==> config.mk <==
export PLATFORM = sky130hd
export DESIGN_NAME = out_rr_arbiter
export DESIGN_NICKNAME = d
export VERILOG_FILES = /design/src/rtl/out_rr_arbiter.sv
export SDC_FILE = /design/constraint.sdc
export NUM_CORES = 1
export LEC_CHECK = 0
export BUFFER_PORTS_ARGS = -buffer_cell sky130_fd_sc_hd__buf_2
export CORE_ASPECT_RATIO = 0.6
export CORE_MARGIN = 4
export CORE_UTILIZATION = 30
export CTS_CLUSTER_SIZE = 28
export DETAILED_ROUTE_END_ITERATION = 8
export PLACE_DENSITY = 0.58
export REMOVE_ABC_BUFFERS = 1
export SETUP_SLACK_MARGIN = 0.5
export SLEW_MARGIN = 20
export SYNTH_ARGS = -nofsm -noshare
export SYNTH_HDL_FRONTEND = slang
export SYNTH_SLANG_ARGS = --single-unit
export TNS_END_PERCENT = 30
==> constraint.sdc <==
create_clock -name ref_clk -period 4.25 [get_ports ref_clk]
set_clock_uncertainty 0.1 [all_clocks]
set_input_delay 0.425 -clock ref_clk [delete_from_list [all_inputs] [get_ports ref_clk]]
set_output_delay 0.425 -clock ref_clk [all_outputs]
set_load 0.01 [all_outputs]
==> src/rtl/out_rr_arbiter.sv <==
// Round-robin arbiter sharing one registered output word among N valid/ready
// requesters; each grant lasts up to BURST beats or until the grantee drops valid.
module out_rr_arbiter #(
    parameter int WIDTH = 8,
    parameter int N     = 4,
    parameter int BURST = 4
) (
    input  logic                   ref_clk,
    input  logic                   rst,
    input  logic [N-1:0]           req_valid,
    input  logic [N*WIDTH-1:0]     req_data,
    output logic [N-1:0]           req_ready,
    output logic [WIDTH-1:0]       out,
    output logic                   out_valid,
    input  logic                   out_ready,
    output logic [$clog2(N)-1:0]   grant_id,
    output logic                   busy
);

    localparam int GW = $clog2(N);
    localparam int CW = $clog2(BURST + 1);

    typedef enum logic {IDLE, GRANT} state_t;

    state_t             state_q, state_d;
    logic [GW-1:0]      last_q, last_d;
    logic [GW-1:0]      g_q, g_d;
    logic [GW-1:0]      grant_id_q, grant_id_d;
    logic [CW-1:0]      cnt_q, cnt_d;
    logic [WIDTH-1:0]   out_q, out_d;
    logic               out_valid_q, out_valid_d;

    logic               found;
    logic [GW-1:0]      pick;
    logic               xfer;
    logic [WIDTH-1:0]   sel_data;

    // The output register can take a word when empty or being drained this cycle.
    genvar gi;
    generate
        for (gi = 0; gi < N; gi++) begin : g_ready
            assign req_ready[gi] = (state_q == GRANT) && (g_q == GW'(gi)) &&
                                   (!out_valid_q || out_ready);
        end
    endgenerate

    // Search starts just after the last grantee so it has lowest priority.
    always_comb begin
        found = 1'b0;
        pick  = '0;
        for (int k = 1; k <= N; k++) begin
            if (!found && req_valid[(int'(last_q) + k) % N]) begin
                found = 1'b1;
                pick  = GW'((int'(last_q) + k) % N);
            end
        end
    end

    assign xfer     = req_valid[g_q] && req_ready[g_q];
    assign sel_data = req_data[g_q*WIDTH +: WIDTH];

    always_comb begin
        state_d     = state_q;
        last_d      = last_q;
        g_d         = g_q;
        grant_id_d  = grant_id_q;
        cnt_d       = cnt_q;
        out_d       = out_q;
        out_valid_d = out_ready ? 1'b0 : out_valid_q;
        case (state_q)
            IDLE: begin
                if (found) begin
                    g_d        = pick;
                    grant_id_d = pick;
                    cnt_d      = '0;
                    state_d    = GRANT;
                end
            end
            GRANT: begin
                if (!req_valid[g_q]) begin
                    state_d = IDLE;
                    last_d  = g_q;
                end else if (xfer) begin
                    out_d       = sel_data;
                    out_valid_d = 1'b1;
                    cnt_d       = cnt_q + 1'b1;
                    if (cnt_q == CW'(BURST - 1)) begin
                        state_d = IDLE;
                        last_d  = g_q;
                    end
                end
            end
            default: state_d = IDLE;
        endcase
    end

    always_ff @(posedge ref_clk) begin
        if (rst) begin
            state_q     <= IDLE;
            last_q      <= GW'(N - 1);
            g_q         <= '0;
            grant_id_q  <= '0;
            cnt_q       <= '0;
            out_q       <= '0;
            out_valid_q <= 1'b0;
        end else begin
            state_q     <= state_d;
            last_q      <= last_d;
            g_q         <= g_d;
            grant_id_q  <= grant_id_d;
            cnt_q       <= cnt_d;
            out_q       <= out_d;
            out_valid_q <= out_valid_d;
        end
    end

    assign out       = out_q;
    assign out_valid = out_valid_q;
    assign grant_id  = grant_id_q;
    assign busy      = (state_q == GRANT);

endmodule
==> results.sh, run 1 <==
export IMPL_die_area_sq_mm=0.00489
export IMPL_ctsHoldBuffers=0
export IMPL_power_leakage_nw=0.693
export IMPL_cellPowerDensity_mw_per_mm2=316
export IMPL_timing_hold_violations_final=0
export IMPL_finalNetCount=204
export IMPL_unrepaired_setup_endpoints_after_global_routing="false"
export IMPL_most_frequent_cells_after_synthesis="17 x sky130_fd_sc_hd__dfxtp_1, 13 x sky130_fd_sc_hd__nor2_1, 10 x sky130_fd_sc_hd__mux2i_1"
export IMPL_vias=1076
export IMPL_finalCriticalPeriod_ns=2.31
export IMPL_global_route_congestion_overflow_total=0
export IMPL_achievable_frequency_mhz=432
export IMPL_post_synth_edffs=0
export IMPL_drv_max_cap_violation_count=0
export IMPL_synth_seq_area_share_pct=29.8
export IMPL_detail_route_vias_per_cell=5.15
export IMPL_timing_setup_tns_ns=0
export IMPL_synth_yosys_warnings=0
export IMPL_yosysMostFrequentCell="sky130_fd_sc_hd__dfxtp_1"
export IMPL_start_kind="flop"
export IMPL_data_arrival_at_the_endpoint_of_the_critical_path_ns=2.34
export IMPL_worst_slew_pin_slew_ns=0.871
export IMPL_fin_crit_sh_pct=54.4
export IMPL_hold_worst_slack_ns=0.374
export IMPL_delay_of_the_slowest_critical_path_stage_ns=0.89
export IMPL_io_pins=55
export IMPL_post_route_cells_drive_above_1_share_pct=44.4
export IMPL_clock_tree_root_cell="sky130_fd_sc_hd__clkbuf_8"
export IMPL_post_cts_buffers=0
export IMPL_clockBufferDepth=2
export IMPL_placeableCoreArea_sq_mm=0.00366
export IMPL_cts_max_level=1
export IMPL_cts_resized=0
export IMPL_maximum_number_of_pins_on_one_net_before_global_route_repair=20
export IMPL_synth_area_leader_cell="sky130_fd_sc_hd__dfxtp_1"
export IMPL_setup_viol_count_final=0
export IMPL_worstPathCellList="mux4_2, nand3_4, mux2i_1, nor2_1"
export IMPL_drtPass1Iterations=4
export IMPL_timing_final_max_slew_violations=0
export IMPL_routed_length_per_placed_instance_um=15.0
export IMPL_path_class="flop to flop"
export IMPL_inserted_clock_buffers=3
export IMPL_netlist_cell_type_count=41
export IMPL_worst_ir_drop_vdd_mv=0.183
export IMPL_clock_sink_count=17
export IMPL_timing_hold_worst_class="flop to flop"
export IMPL_syn2layout_area_growth_pct=27.9
export IMPL_first_pass_grt_wire_length_um=4990
export IMPL_worst_path_buf_inv=0
export IMPL_synth_top_area_share_pct=29.8
export IMPL_critical_path_slowest_cell="sky130_fd_sc_hd__dfxtp_1"
export IMPL_worst_path_dominant_cell_family="multiplexers"
export IMPL_drt_drc_violations_left=0
export IMPL_die_height_um=55.8
export IMPL_path_max_fanout=17
export IMPL_port_buffer_count=54
export IMPL_drtAntennaViolNets=0
export IMPL_power_total_mw=0.461
export IMPL_clock_insertion_delay_worst_skew_ns=0.25
export IMPL_gr_usage_all_layers_pct=12.7
export IMPL_post_synthesis_instance_area_sq_mm=0.00114
export IMPL_slew_headroom_pct=41.9
export IMPL_detailedRoute_firstIterationViolations=42
export IMPL_dpl_hpwl_um=2480
export IMPL_floorplan_die_width_um=87.7
export IMPL_rows=17
export IMPL_clkTransAtPathRegs_ns=0.07
export IMPL_ys_seq_elements=17
export IMPL_cts_tree="done"
export IMPL_worstPathRequired_ns=4.28
export IMPL_run_status="completed"
export IMPL_initial_antenna_violation_count=0
export IMPL_synthTopCellsByArea="sky130_fd_sc_hd__dfxtp_1 30%, sky130_fd_sc_hd__mux4_1 12%, sky130_fd_sc_hd__mux2i_1 8.8%, sky130_fd_sc_hd__mux4_2 7.9%, sky130_fd_sc_hd__nor2_1 4.3%"
export IMPL_async_flop_share_pct=0
export IMPL_cp_end_kind="flop"
export IMPL_first_global_vias=1047
export IMPL_syn_avg_cell_area_sq_um=10.2
export IMPL_last_weighted_congestion_value_of_the_routability_driven_placer=0.791
export IMPL_floorplan_initialDensity_pct=31.2
export IMPL_synth_main_ff_cell="sky130_fd_sc_hd__dfxtp_1"
export IMPL_netlist_instances=112
export IMPL_num_antenna_cells=0
export IMPL_routed_wire_length_um=3140
[state kept, by name, indices dropped and copies added, names as in the netlist]
signal     flops
busy           1
cnt_q          3
grant_id       2
last_q         2
out            8
out_valid      1
[worst min-delay path: cells and delay by family, from the launching register on]
kind,cells,cell delay [ns]
and+or+nand+nor,1,0.06
DFF,1,0.32
AOI/OAI and AO/OA,1,0.05
[logic make-up (layout without fill, tap and decap cells)]
kind of cell             Yosys count  after routing  synth area share, %
AO/OA/AOI/OAI                     21             21                 13.8
adder cells (fa/ha/maj)            2              2                 2.19
buffers and inverters             15             65                 7.23
flip-flops                        17             17                 29.8
multiplexers                      19             19                 28.1
AND/OR/NAND/NOR                   38             38                 18.8
[per-layer routing]
metal,part of all wire (%),up-vias,GRT usage (%)
li1,-,526,-
met4,0.48,0,2.19
met2,36,64,16.3
met3,14,2,5.47
met5,0,-,0
met1,49,484,19.2
[stage by stage]
| stage | util, % | instances | worst slack, ns | instance area, sq um |
|---|---|---|---|---|
| floorplan | - | 104 | 2.20 | 1090 |
| global placement | 38.7 | 205 | 2.06 | 1420 |
| detailed placement | 38.7 | 205 | 1.93 | 1420 |
| CTS | 39.9 | 209 | 1.93 | 1460 |
| global route | 39.9 | 209 | 1.79 | 1460 |
| finish | 39.9 | 209 | 1.94 | 1460 |
[power breakdown]
part,total (mW),internal (mW),switching [mW]
Clock,0.120,0.0650,0.0550
Combinational,0.136,0.0742,0.0619
Sequential,0.205,0.175,0.0302
[final cells by class]
cell class,count,area [sq um]
multi-input cells,80,719
well taps,47,58.8
repair buffers,54,270
clock buffers,3,41.3
inverters,7,26.3
clock inverters,1,5.00
fillers,393,2200
flip-flops and latches,17,340
[placed cells by master, fill, tap and decap left out, types with 3 or more instances in the layout]
master and n:
sky130_fd_sc_hd__nor2_1 13, sky130_fd_sc_hd__mux4_2 4, sky130_fd_sc_hd__a21oi_1 6, sky130_fd_sc_hd__nand3_2 3, sky130_fd_sc_hd__clkbuf_8 3, sky130_fd_sc_hd__a21oi_2 3, sky130_fd_sc_hd__inv_1 6, sky130_fd_sc_hd__mux2i_1 10
sky130_fd_sc_hd__nand3_1 4, sky130_fd_sc_hd__buf_2 54, sky130_fd_sc_hd__nand2_1 4, sky130_fd_sc_hd__dfxtp_1 17, sky130_fd_sc_hd__mux4_1 5
[final timing paths]
path	start	end	slack (ns)	cells past startpoint
min	cnt_q[2]$_SDFFE_PP0P_	cnt_q[2]$_SDFFE_PP0P_	0.37	2
max reg2reg	grant_id[0]$_SDFFE_PP0P_	out[2]$_SDFFE_PP0P_	1.94	4
min reg2reg	cnt_q[2]$_SDFFE_PP0P_	cnt_q[2]$_SDFFE_PP0P_	0.37	2
max	grant_id[0]$_SDFFE_PP0P_	out[2]$_SDFFE_PP0P_	1.94	4
Note: power is estimated with default switching activity, not from simulation.
==> inputs of run 2 (changes only) <==
Settings changed: PLACE_DENSITY 0.58 to 0.6.
Clock period 4.25 ns to 2 ns, I/O delays scaled along.
==> run 2 against run 1 <==
Net effect: worst setup slack got worse by 1.5 ns; die area unchanged; flip-flop and latch count unchanged; sequential power increased by 100%; first-iteration DRC count rose by 110%; largest power group unchanged; critical path depth did not move; clock-buffer cell count unchanged; utilization grew 1.2 points; via count grew 2.6%; cell count increased by 1.4%; wire length up 4.3%; largest cell class unchanged; sequential share of layout area down 0.43 points.
==> results.sh, run 2 (synthesis results as in run 1) <==
export IMPL_placement_cell_area_sq_mm=0.00143
export IMPL_routed_wire_length_um=3280
export IMPL_clkTransAtPathRegs_ns=0.08
export IMPL_power_total_mw=1.01
export IMPL_setup_ws_ns=0.396
export IMPL_critPathCapture="out[5]$_SDFFE_PP0P_"
export IMPL_run_status="completed"
export IMPL_data_arrival_at_the_endpoint_of_the_critical_path_ns=1.65
export IMPL_drt_drc_violations_left=0
export IMPL_setup_viol_count_final=0
export IMPL_n_fill_cell=365
export IMPL_total_switching_power_mw=0.332
export IMPL_start_kind="flop"
export IMPL_share_of_total_power_in_combinational_logic_pct=33.5
export IMPL_first_pass_grt_wire_length_um=5180
export IMPL_die_area_sq_mm=0.00489
export IMPL_timing_setup_tns_ns=0
export IMPL_die_height_um=55.8
export IMPL_p_sw_share_pct=32.8
export IMPL_commonest_non_fill_non_tap_cells_in_the_layout="54 x sky130_fd_sc_hd__buf_2, 14 x sky130_fd_sc_hd__dfxtp_1, 13 x sky130_fd_sc_hd__nor2_1"
export IMPL_worst_path_buf_inv=0
export IMPL_power_clock_fraction_pct=26.1
export IMPL_final_cell_count_no_fill=212
export IMPL_rows=17
export IMPL_worst_slew_pin_slew_ns=0.429
export IMPL_worst_setup_path_startpoint="grant_id[0]$_SDFFE_PP0P_"
export IMPL_floorplan_initialDensity_pct=31.2
export IMPL_vias=1104
export IMPL_clockBufferDepth=2
export IMPL_clock_insertion_delay_worst_skew_ns=0.26
export IMPL_power_frac_seq_pct=40.5
export IMPL_post_route_cell_area_sq_mm=0.00151
export IMPL_hold_worst_slack_ns=0.222
export IMPL_gr_usage_all_layers_pct=13.4
export IMPL_worstPathCellList="mux4_2, nand3_4, mux2i_1, nor2_1"
export IMPL_detailedRoute_firstIterationViolations=87
export IMPL_fin_crit_sh_pct=80.2
export IMPL_path_class="flop to flop"
export IMPL_timing_final_max_slew_violations=0
export IMPL_internal_power_mw=0.681
export IMPL_reg2regPathDepth=4
export IMPL_dpl_hpwl_um=2530
export IMPL_timing_critical_path_depth=4
export IMPL_clock_sink_count=17
export IMPL_last_weighted_congestion_value_of_the_routability_driven_placer=0.818
export IMPL_worstPathRequired_ns=2.04
export IMPL_placeableCoreArea_sq_mm=0.00366
export IMPL_cts_tree="done"
export IMPL_syn2layout_area_growth_pct=31.8
export IMPL_worst_ir_drop_vdd_mv=0.235
export IMPL_finalCriticalPeriod_ns=1.60
export IMPL_slew_headroom_pct=71.4
export IMPL_critical_path_slowest_cell="sky130_fd_sc_hd__mux4_2"
export IMPL_largest_register_ffs=8
export IMPL_unrepaired_setup_endpoints_after_global_routing="true"
export IMPL_routed_length_per_placed_instance_um=15.5
export IMPL_area_used_by_multi_input_combinational_logic_sq_um=741
export IMPL_rrSetupSlack_ns=0.40
export IMPL_global_route_congestion_overflow_total=0
export IMPL_final_common_cell="sky130_fd_sc_hd__buf_2"
export IMPL_worst_path_dominant_cell_family="multiplexers"
export IMPL_ctsHoldBuffers=0
export IMPL_final_core_utilization_pct=41.1
export IMPL_power_leakage_nw=0.713
export IMPL_drtPass1Iterations=4
export IMPL_initial_antenna_violation_count=0
export IMPL_achievable_frequency_mhz=623
export IMPL_timing_hold_worst_class="input port to flop"
export IMPL_cp_end_kind="flop"
export IMPL_dp_cells=207
export IMPL_register_area_sq_um=344
export IMPL_delay_of_the_slowest_critical_path_stage_ns=0.59
export IMPL_port_buffer_count=54
export IMPL_finalNetCount=207
export IMPL_clock_tree_root_cell="sky130_fd_sc_hd__clkbuf_8"
export IMPL_timing_hold_violations_final=0
export IMPL_inserted_clock_buffers=3
export IMPL_num_antenna_cells=0
export IMPL_cellPowerDensity_mw_per_mm2=673
export IMPL_detail_route_vias_per_cell=5.21
export IMPL_placement_setup_worst_slack_ns=0.331
export IMPL_floorplan_die_width_um=87.7
export IMPL_drtAntennaViolNets=0
export IMPL_r2r_end="out[5]$_SDFFE_PP0P_"
export IMPL_regToRegStartpoint="grant_id[0]$_SDFFE_PP0P_"
export IMPL_drv_max_cap_violation_count=0
export IMPL_io_pins=55
export IMPL_path_max_fanout=7
export IMPL_cts_max_level=1
export IMPL_first_global_vias=1122
export IMPL_maximum_number_of_pins_on_one_net_before_global_route_repair=20
export IMPL_post_route_cells_drive_above_1_share_pct=48.5
==> run 2: changes by cell type in the layout (fill, tap and decap cells not counted), sizes merged <==
cell	change
nand3	+1
buf	+2
==> run 2: routing by layer <==
layer | global-route usage (%) | vias up | wire length, um
met1 | 17.7 | 510 | 1440
li1 | - | 532 | -
met5 | 0 | - | 0
met2 | 21.6 | 56 | 1490
met4 | 3.72 | 0 | 44
met3 | 3.25 | 6 | 305
==> run 2: power groups by stage <==
| stage | sequential [mW] | clock [mW] | combinational, mW |
|---|---|---|---|
| finish | 0.409 | 0.264 | 0.339 |
| global route | 0.415 | 0.278 | 0.373 |
| CTS | 0.409 | 0.267 | 0.338 |
| detailed placement | 0.413 | 0 | 0.330 |
| global placement | 0.411 | 0 | 0.317 |
| floorplan | 0.437 | 0 | 0.175 |
==> run 2: layout make-up <==
| cell class | instances | share of cell area (%) |
|---|---|---|
| well taps | 47 | 3.91 |
| inverters | 7 | 1.75 |
| repair buffers | 56 | 19.2 |
| clock inverters | 1 | 0.333 |
| flip-flops and latches | 17 | 22.9 |
| multi-input cells | 81 | 49.2 |
| clock buffers | 3 | 2.74 |
==> run 2: timing repair <==
action                     4_1_cts  5_1_grt
gates resized for setup          5        2
pin swaps                        1        2
buffers inserted                 0        0
cloned                           1        0
setup endpoints to repair       17       19
==> run 2: how the worst min path moves through the flow <==
stage,from,to,slack [ns],cells past startpoint
after global routing,rst,out[3]$_SDFFE_PP0P_,0.25,2
after CTS,rst,out[2]$_SDFFE_PP0P_,0.23,2
after floorplan,rst,cnt_q[0]$_SDFFE_PP0P_,0.16,1
after global placement,cnt_q[2]$_SDFFE_PP0P_,cnt_q[2]$_SDFFE_PP0P_,0.35,2
final,rst,out[6]$_SDFFE_PP0P_,0.22,2
after detailed placement,cnt_q[2]$_SDFFE_PP0P_,cnt_q[2]$_SDFFE_PP0P_,0.36,2
==> inputs of run 3 (changes only) <==
Settings changed: ABC_AREA from default to 1, PLACE_DENSITY 0.6 to 0.57.
Clock period 2 ns to 1.55 ns, I/O delays scaled along.
==> run 3 against run 2 <==
Net effect: combinational power grew to 6.6 times the previous value; critical path depth is 7 higher; sequential power is 84% higher; flip-flop and latch count stayed put; non-clock buffer count is 15 higher; wire length is 19% higher; design area is 26% higher; synthesized cell count is 81% higher; critical path type unchanged; highest routed layer is now met3.
==> results.sh, run 3 <==
export IMPL_drv_max_cap_violation_count=0
export IMPL_cellPowerDensity_mw_per_mm2=1760
export IMPL_path_max_fanout=9
export IMPL_synth_main_ff_cell="sky130_fd_sc_hd__dfxtp_1"
export IMPL_drtPass1Iterations=4
export IMPL_timing_hold_worst_class="input port to flop"
export IMPL_whs_path_depth=2
export IMPL_port_buffer_count=54
export IMPL_num_antenna_cells=0
export IMPL_ctsHoldBuffers=0
export IMPL_syn_avg_cell_area_sq_um=6.22
export IMPL_gr_usage_all_layers_pct=14.3
export IMPL_initial_antenna_violation_count=0
export IMPL_power_total_mw=3.33
export IMPL_finalCriticalPeriod_ns=1.50
export IMPL_post_route_cells_drive_above_1_share_pct=45.5
export IMPL_floorplan_initialDensity_pct=32.8
export IMPL_routed_length_per_placed_instance_um=12.1
export IMPL_rows=17
export IMPL_most_frequent_cells_after_synthesis="48 x sky130_fd_sc_hd__nand2_1, 33 x sky130_fd_sc_hd__nand3_1, 23 x sky130_fd_sc_hd__nor2_1"
export IMPL_io_pins=55
export IMPL_run_status="completed"
export IMPL_clock_insertion_delay_worst_skew_ns=0.25
export IMPL_syn2layout_area_growth_pct=50.0
export IMPL_drtAntennaViolNets=0
export IMPL_worst_ir_drop_vdd_mv=0.753
export IMPL_hold_worst_slack_ns=0.0271
export IMPL_post_synthesis_instance_area_sq_mm=0.00126
export IMPL_first_pass_grt_wire_length_um=6220
export IMPL_largest_register_ffs=8
export IMPL_synth_seq_area_share_pct=27.0
export IMPL_placeableCoreArea_sq_mm=0.00385
export IMPL_detailedRoute_firstIterationViolations=69
export IMPL_clockBufferDepth=2
export IMPL_routed_wire_length_um=3910
export IMPL_placement_cell_area_sq_mm=0.00164
export IMPL_worst_slew_pin_slew_ns=0.452
export IMPL_cp_end_kind="flop"
export IMPL_reg2regPathDepth=11
export IMPL_inserted_clock_buffers=3
export IMPL_clkTransAtPathRegs_ns=0.07
export IMPL_synthTopCellsByArea="sky130_fd_sc_hd__dfxtp_1 27%, sky130_fd_sc_hd__nand2_1 14%, sky130_fd_sc_hd__nand3_1 13%, sky130_fd_sc_hd__nor2_1 6.8%, sky130_fd_sc_hd__nand4_1 5.5%"
export IMPL_finalNetCount=308
export IMPL_final_core_utilization_pct=49.2
export IMPL_synth_top_area_share_pct=27.0
export IMPL_start_kind="flop"
export IMPL_floorplan_die_width_um=91.7
export IMPL_unrepaired_setup_endpoints_after_global_routing="true"
export IMPL_yosysMostFrequentCell="sky130_fd_sc_hd__nand2_1"
export IMPL_last_weighted_congestion_value_of_the_routability_driven_placer=0.775
export IMPL_die_height_um=58.3
export IMPL_netlist_cell_type_count=24
export IMPL_first_global_vias=1298
export IMPL_fin_crit_sh_pct=97.0
export IMPL_clock_sink_count=17
export IMPL_synth_yosys_warnings=0
export IMPL_dpl_hpwl_um=3090
export IMPL_clock_tree_root_cell="sky130_fd_sc_hd__clkbuf_8"
export IMPL_worstHoldStart="rst"
export IMPL_detail_route_vias_per_cell=4.73
export IMPL_commonest_non_fill_non_tap_cells_in_the_layout="51 x sky130_fd_sc_hd__buf_2, 40 x sky130_fd_sc_hd__nand2_1, 32 x sky130_fd_sc_hd__nand3_1"
export IMPL_cts_tree="done"
export IMPL_data_arrival_at_the_endpoint_of_the_critical_path_ns=1.55
export IMPL_slew_headroom_pct=69.8
export IMPL_ys_seq_elements=17
export IMPL_die_area_sq_mm=0.00534
export IMPL_power_leakage_nw=0.916
export IMPL_timing_final_max_slew_violations=0
export IMPL_netlist_instances=203
export IMPL_synth_area_leader_cell="sky130_fd_sc_hd__dfxtp_1"
export IMPL_setup_viol_count_final=0
export IMPL_post_route_cell_area_sq_mm=0.00189
export IMPL_regToRegStartpoint="last_q[0]$_SDFFE_PP1P_"
export IMPL_cts_max_level=1
export IMPL_path_class="flop to flop"
export IMPL_worstPathRequired_ns=1.60
export IMPL_final_common_cell="sky130_fd_sc_hd__buf_2"
export IMPL_async_flop_share_pct=0
export IMPL_timing_hold_violations_final=0
export IMPL_achievable_frequency_mhz=665
export IMPL_maximum_number_of_pins_on_one_net_before_global_route_repair=19
export IMPL_vias=1529
export IMPL_worst_setup_path_startpoint="last_q[0]$_SDFFE_PP1P_"
export IMPL_post_synth_edffs=0
export IMPL_global_route_congestion_overflow_total=0
export IMPL_drt_drc_violations_left=0
==> run 3: critical path: stages, from the launching register on <==
cell and delay (ns):
sky130_fd_sc_hd__dfxtp_2 0.33, sky130_fd_sc_hd__buf_12 0.14, sky130_fd_sc_hd__nand2_1 0.10, sky130_fd_sc_hd__nand2_2 0.08, sky130_fd_sc_hd__nand2_2 0.06, sky130_fd_sc_hd__nand2_2 0.08
sky130_fd_sc_hd__nor2_4 0.12, sky130_fd_sc_hd__nand3_2 0.10, sky130_fd_sc_hd__nand2_4 0.11, sky130_fd_sc_hd__inv_1 0.04, sky130_fd_sc_hd__nand2_1 0.07, sky130_fd_sc_hd__a21oi_2 0.05
==> run 3: area by class of cell <==
cell class,count,area [sq um]
Fill cell,389,1960
Multi-Input combinational cell,154,870
Timing Repair Buffer,71,464
Sequential cell,17,353
Inverter,20,90.1
Tap cell,57,71.3
Clock buffer,4,45.0
==> run 3: power breakdown <==
| part | internal (mW) | leakage (nW) | switching [mW] |
|---|---|---|---|
| Combinational | 0.946 | 0.753 | 1.30 |
| Clock | 0.182 | 0.0228 | 0.148 |
| Sequential | 0.600 | 0.141 | 0.151 |
| Total | 1.73 | 0.916 | 1.60 |
==> run 3: final timing paths <==
path / to / slack, ns
min: grant_id[1]$_SDFFE_PP0P_ / 0.03
max: grant_id[1]$_SDFFE_PP0P_ / 0.05
max reg2reg: grant_id[1]$_SDFFE_PP0P_ / 0.05
min reg2reg: out[1]$_SDFFE_PP0P_ / 0.37
==> run 3: logic make-up (layout without fill, tap and decap cells) <==
group / after synthesis / after routing / synth area share (%)
simple gates: 132 / 132 / 49.3
buf+inv: 32 / 95 / 12.6
compound gates: 20 / 20 / 9.22
flops: 17 / 17 / 27.0
fa+ha+maj: 2 / 2 / 1.98
==> run 3: layer usage <==
metal / share of wire, % / vias to the layer above / track usage, %
met2: 41 / 49 / 20.1
li1: - / 795 / -
met4: 0 / 0 / 0.634
met3: 6.3 / 0 / 4.02
met5: 0 / - / 0
met1: 52 / 685 / 22.4
==> run 3: stage by stage <==
stage,worst slack [ns],setup TNS (ns),std cells
finish,0.0472,0,323
global route,-0.0424,-0.123,323
CTS,0.0552,0,323
detailed placement,-0.0449,-0.0449,316
global placement,-0.0600,-0.0654,316
floorplan,-0.504,-6.22,191
==> run 3: repair_timing <==
action                     in CTS  in global routing
gates cloned                    0                  0
resized for setup              20                 43
setup endpoints to repair      24                 24
setup buffers                   3                  0
pin swaps                       6                  8
